File: config.mk
export PLATFORM = sky130hd
export DESIGN_NAME = uart_recv_flat
export DESIGN_NICKNAME = d
export VERILOG_FILES = /design/src/rtl/uart_recv_if.sv /design/src/rtl/uart_recv.sv /design/src/flat_wrapper.sv
export SDC_FILE = /design/constraint.sdc
export NUM_CORES = 1
export LEC_CHECK = 0
export BUFFER_PORTS_ARGS = -buffer_cell sky130_fd_sc_hd__buf_2
export CORE_ASPECT_RATIO = 0.75
export CORE_MARGIN = 2
export CORE_UTILIZATION = 59
export CTS_CLUSTER_SIZE = 12
export DETAILED_ROUTE_END_ITERATION = 10
export MAX_ROUTING_LAYER = met4
export PLACE_DENSITY = 0.78
export SLEW_MARGIN = 10
export SYNTH_ARGS = -nofsm -noshare
export SYNTH_HDL_FRONTEND = slang
export SYNTH_SLANG_ARGS = --single-unit
File: constraint.sdc
create_clock -name sys_clk -period 2.8 [get_ports sys_clk]
set_input_delay 0.14 -clock sys_clk [delete_from_list [all_inputs] [get_ports sys_clk]]
set_output_delay 0.14 -clock sys_clk [all_outputs]
set_load 0.005 [all_outputs]
File: src/rtl/uart_recv_if.sv
// ============================================================
// uart_recv_if : serial line and received-byte signals of uart_recv
// Rev 1.0
// ============================================================
`default_nettype none

interface uart_recv_if;
   logic       uart_rxd;
   logic       uart_done;
   logic [7:0] uart_data;
   logic       frame_err;

   modport master (
      output uart_rxd,
      input  uart_done,
      input  uart_data,
      input  frame_err
   );

   modport slave (
      input  uart_rxd,
      output uart_done,
      output uart_data,
      output frame_err
   );
endinterface

`default_nettype wire

File: src/rtl/uart_recv.sv
// ============================================================
// uart_recv : 8N1 UART receiver, bit timing counted in sys_clk cycles
// Option    : `define UART_RX_MAJORITY_EN for 2-of-3 sampling per bit
// Rev 1.0
// ============================================================
`default_nettype none

module uart_recv #(
   parameter int CLK_FREQ = 50000000,
   parameter int UART_BPS = 115200
) (
   input  wire logic  sys_clk,
   input  wire logic  sys_rst_n,
   uart_recv_if.slave rx
);
   localparam int          BPS_CNT  = CLK_FREQ / UART_BPS;
   localparam logic [15:0] C_LAST   = 16'(BPS_CNT - 1);
   localparam logic [15:0] C_SAMPLE = 16'(BPS_CNT / 2);
`ifdef UART_RX_MAJORITY_EN
   localparam logic [15:0] C_PRE    = 16'(BPS_CNT / 2 - 1);
   localparam logic [15:0] C_DECIDE = 16'(BPS_CNT / 2 + 1);
`else
   localparam logic [15:0] C_DECIDE = C_SAMPLE;
`endif
   localparam logic [0:0]  S_IDLE   = 1'b0;
   localparam logic [0:0]  S_RECV   = 1'b1;

   logic        rxd_d0_q, rxd_d1_q, rxd_d2_q;
   logic [0:0]  state_q, state_d;
   logic [15:0] clk_cnt_q, clk_cnt_d;
   logic [3:0]  rx_cnt_q, rx_cnt_d;
   logic [7:0]  shift_q, shift_d;
   logic [7:0]  data_q, data_d;
   logic        done_q, done_d;
   logic        err_q, err_d;
   logic        start_edge_w;
   logic        decide_w;
   logic        bit_w;

   assign start_edge_w = rxd_d2_q & ~rxd_d1_q;
   assign decide_w     = (state_q == S_RECV) && (clk_cnt_q == C_DECIDE);

`ifdef UART_RX_MAJORITY_EN
   logic [1:0]  vote_q, vote_d;

   assign bit_w = (vote_q[0] & vote_q[1]) | (vote_q[0] & rxd_d1_q) | (vote_q[1] & rxd_d1_q);

   always_comb begin
      vote_d = vote_q;
      if (state_q == S_RECV) begin
         if (clk_cnt_q == C_PRE)
            vote_d[0] = rxd_d1_q;
         if (clk_cnt_q == C_SAMPLE)
            vote_d[1] = rxd_d1_q;
      end
   end

   always_ff @(posedge sys_clk or negedge sys_rst_n) begin
      if (!sys_rst_n)
         vote_q <= 2'b00;
      else
         vote_q <= vote_d;
   end
`else
   assign bit_w = rxd_d1_q;
`endif

   always_ff @(posedge sys_clk or negedge sys_rst_n) begin
      if (!sys_rst_n) begin
         rxd_d0_q  <= 1'b1;
         rxd_d1_q  <= 1'b1;
         rxd_d2_q  <= 1'b1;
         state_q   <= S_IDLE;
         clk_cnt_q <= '0;
         rx_cnt_q  <= '0;
         shift_q   <= '0;
         data_q    <= '0;
         done_q    <= 1'b0;
         err_q     <= 1'b0;
      end else begin
         rxd_d0_q  <= rx.uart_rxd;
         rxd_d1_q  <= rxd_d0_q;
         rxd_d2_q  <= rxd_d1_q;
         state_q   <= state_d;
         clk_cnt_q <= clk_cnt_d;
         rx_cnt_q  <= rx_cnt_d;
         shift_q   <= shift_d;
         data_q    <= data_d;
         done_q    <= done_d;
         err_q     <= err_d;
      end
   end

   // Leaving RECV at the stop-bit decision point lets a back-to-back start edge be caught.
   always_comb begin
      state_d = state_q;
      case (state_q)
         S_IDLE:  if (start_edge_w) state_d = S_RECV;
         S_RECV:  if (decide_w && (((rx_cnt_q == 4'd0) && bit_w) || (rx_cnt_q == 4'd9)))
                     state_d = S_IDLE;
         default: state_d = S_IDLE;
      endcase
   end

   always_comb begin
      clk_cnt_d = clk_cnt_q;
      rx_cnt_d  = rx_cnt_q;
      shift_d   = shift_q;
      data_d    = data_q;
      done_d    = 1'b0;
      err_d     = 1'b0;
      if (state_q == S_IDLE) begin
         clk_cnt_d = '0;
         rx_cnt_d  = '0;
      end else begin
         if (clk_cnt_q == C_LAST) begin
            clk_cnt_d = '0;
            rx_cnt_d  = rx_cnt_q + 4'd1;
         end else begin
            clk_cnt_d = clk_cnt_q + 16'd1;
         end
         if (decide_w) begin
            if ((rx_cnt_q >= 4'd1) && (rx_cnt_q <= 4'd8))
               shift_d[3'(rx_cnt_q - 4'd1)] = bit_w;
            if (rx_cnt_q == 4'd9) begin
               if (bit_w) begin
                  data_d = shift_q;
                  done_d = 1'b1;
               end else begin
                  err_d  = 1'b1;
               end
            end
         end
      end
   end

   assign rx.uart_done = done_q;
   assign rx.uart_data = data_q;
   assign rx.frame_err = err_q;

endmodule

`default_nettype wire

File: src/flat_wrapper.sv
// flat-port wrapper written by rule: the top's interface ports become plain ports
module uart_recv_flat 
#(
   parameter int CLK_FREQ = 50000000,
   parameter int UART_BPS = 115200
)
  (sys_clk, sys_rst_n, rx_uart_rxd, rx_uart_done, rx_uart_data, rx_frame_err);
  uart_recv_if rx_i ();
  input  wire logic sys_clk;
  input  wire logic sys_rst_n;
  input wire logic [$bits(rx_i.uart_rxd)-1:0] rx_uart_rxd;
  output wire logic [$bits(rx_i.uart_done)-1:0] rx_uart_done;
  output wire logic [$bits(rx_i.uart_data)-1:0] rx_uart_data;
  output wire logic [$bits(rx_i.frame_err)-1:0] rx_frame_err;
  assign rx_i.uart_rxd = rx_uart_rxd;
  assign rx_uart_done = rx_i.uart_done;
  assign rx_uart_data = rx_i.uart_data;
  assign rx_frame_err = rx_i.frame_err;
  uart_recv #(.CLK_FREQ(CLK_FREQ), .UART_BPS(UART_BPS)) u_core (.sys_clk(sys_clk), .sys_rst_n(sys_rst_n), .rx(rx_i));
endmodule
==> run summary <==
Async SR Flop Fraction - 100.0%
Most common cell after layout, fill and taps aside - dfrtp_1
Gates resized, CTS repair - 0
Initial Utilization - 62.35%
Yosys cell types - 39
RSZ-0062 raised after global routing - false
First-pass GRT wire length - 6734 um
Crit-path cells - inv_1, ha_1, nor4b_1, o2111ai_1, nor3_1, mux2_2
Hold Crit Class - register to register
Syn nets - 199
Synthesized cell area - 0.002078 sq mm
Die height - 55.40 um
Layout cells sized above 1 - 21.95%
Final WL - 3885 um
Data required time of the worst path - 2.99 ns
Syn avg cell area - 10.94 sq um
Final setup viols - 0
Tightest Pin Transition - 0.8980 ns
Max VDD drop - 0.5067 mV
Initial antenna violation count - 0
ANT nets after route - 0
CP Launch Type - register
Max_cap viols - 0
Status - completed
Vias in the first global route - 1438
Slowest-stage cell, CP - dfrtp_1
Reg2Reg Setup Slack - 0.44 ns
GPL Wtd Cong - 0.8618
Final net count - 213
Slew margin rel. - 40.13%
Tcrit/Tclk final - 84.43%
Area Overhead vs Synth - 7.646%
Max incr delay on CP - 0.50 ns
#FFs+latches synth - 42
Crit Path Class - register to register
FF/Latch Area - 0.001055 sq mm
Port bufs - 12
DRC - 0
Initial drt markers - 133
Clock slew at reported path FFs - 0.07 ns
CP delay by family, top - simple AND/OR/NAND/NOR gates
Die width - 72.53 um
Total negative setup slack - 0 ns
Via-per-instance ratio - 5.898
Bufs and invs on worst path - 1
Final HPWL DP - 2753 um
Final min period - 2.364 ns
Number of synthesized flops with an enable pin - 0
Grt total ovfl - 0
Post-CTS Setup Bufs - 0
CTS Hold Bufs - 2
Power Total - 1.310 mW
DIE AREA - 0.004018 sq mm
Primary FF master, synth - dfrtp_1
Routed via count - 1445
Rows - 18
Antenna cells - 0
Clock tree buffer depth - 2
Lkg Pwr - 1.003 nW
Core area - 0.003333 sq mm
Power Dens Cells - 585.7 mW/mm^2
Fillers - 257
Multi-input logic area - 920.9 sq um
Fraction of the yosys area taken by sequential cells - 50.75%
Clk_lat worst skew - 0.30 ns
Max Fclk - 0.4230 GHz
Critical Path End Type - register
Crit path DAT - 2.55 ns
CTS tree - done
Commonest non-fill, non-tap cells in the layout - dfrtp_1, nor2_1, mux2_2
Wire per inst - 15.86 um
Cts bufs inserted - 5
Largest net degree at the start of global routing - 43
Root Buffer - clkbuf_8
CP max FO - 9
Sink Count - 42
Post-Synthesis Cells - 190
Final Hold Viols - 0
Drt pass-1 iters - 4
Slew Viols, Final - 0
H-Tree Level Count - 2
I/O Pins - 13
Ys Warns - 0
GRT Total Usage - 22.57%
Clk_skew - 0.005430 ns
## cell families (layout without fill, tap and decap cells)
logic type	Yosys count	after routing	share of synthesized area (%)
and+or+nand+nor	76	76	19.93
DFF	42	42	50.75
buffers and inverters	18	33	4.936
AOI/OAI and AO/OA	16	16	5.358
xor gates and xnor gates	16	16	6.743
muxes	16	16	8.669
adders and majority gates	6	6	3.612
## final cells by class
type | count | area share, %
clock buffers | 6 | 3.244
clock inverters | 2 | 0.4474
inverters | 9 | 1.510
multi-input cells | 130 | 41.16
flip-flops and latches | 42 | 47.15
well taps | 40 | 2.237
repair buffers | 16 | 4.251
## per-layer routing
layer,share of wire (%),global-route usage [%],vias to the layer above
li1,-,-,692
met1,47,31.00,695
met2,45,31.95,47
met3,5.0,5.474,11
met4,2.4,9.788,0
met5,0,-,-
## final timing paths
kind	endpoint	cells after the start	from
min in group asynchronous	u_core.clk_cnt_q[0]$_DFF_PN0_	2	sys_rst_n
min reg2reg	u_core.bit_w$_DFF_PN1_	0	u_core.rxd_d0_q$_DFF_PN1_
min	u_core.bit_w$_DFF_PN1_	0	u_core.rxd_d0_q$_DFF_PN1_
max in group asynchronous	u_core.rx.uart_data[0]$_DFFE_PN0P_	2	sys_rst_n
max reg2reg	u_core.shift_q[2]$_DFFE_PN0P_	6	u_core.rx_cnt_q[0]$_DFFE_PN0P_
max	u_core.shift_q[2]$_DFFE_PN0P_	6	u_core.rx_cnt_q[0]$_DFFE_PN0P_
## Yosys cell counts, types with 2 or more instances
master / instances / area share [%]
dfrtp_1: 39 / 47
nor2_1: 23 / 4.2
mux2_2: 16 / 8.7
nand3_1: 14 / 3.4
xnor2_1: 13 / 5.5
inv_1: 9 / 1.6
nor3_1: 9 / 2.2
nand2_1: 7 / 1.3
ha_1: 6 / 3.6
a21oi_1: 5 / 1.2
nor4_1: 5 / 1.5
dfstp_2: 3 / 3.8
nand4_1: 3 / 0.90
or4_1: 3 / 1.1
xor2_1: 3 / 1.3
and3_1: 2 / 0.60
buf_4: 2 / 0.72
buf_6: 2 / 1.1
clkbuf_1: 2 / 0.36
o2111a_1: 2 / 1.1
o2111ai_1: 2 / 0.84
o21ai_0: 2 / 0.48
o31ai_1: 2 / 0.72
## power breakdown
group / switching, mW / total (mW) / internal [mW]
combinational: 0.122 / 0.202 / 0.0800
clock: 0.199 / 0.372 / 0.173
sequential: 0.0765 / 0.736 / 0.660
total: 0.398 / 1.31 / 0.913
## state kept, by name, indices dropped and copies added, names as in the netlist
| register | flops |
|---|---|
| u_core.clk_cnt_q | 16 |
| u_core.rx.uart_data | 8 |
| u_core.shift_q | 8 |
| u_core.rx_cnt_q | 4 |
| u_core.bit_w | 1 |
| u_core.rx.frame_err | 1 |
| u_core.rx.uart_done | 1 |
| u_core.rxd_d0_q | 1 |
| u_core.rxd_d2_q | 1 |
| u_core.state_q | 1 |
## through the flow
stage	worst slack [ns]	cell area (sq um)	hold WS, ns	cells	util (%)
2_1_floorplan	0.7187	2078	-0.1556	190	-
3_3_place_gp	0.6065	2135	0.2473	235	64.04
3_5_place_dp	0.5034	2135	0.2517	235	64.04
4_1_cts	0.4909	2237	0.3618	245	67.12
5_1_grt	0.1658	2237	0.3687	245	67.12
6_report	0.4361	2237	0.3588	245	67.12
(Power assumes the default switching activity.)
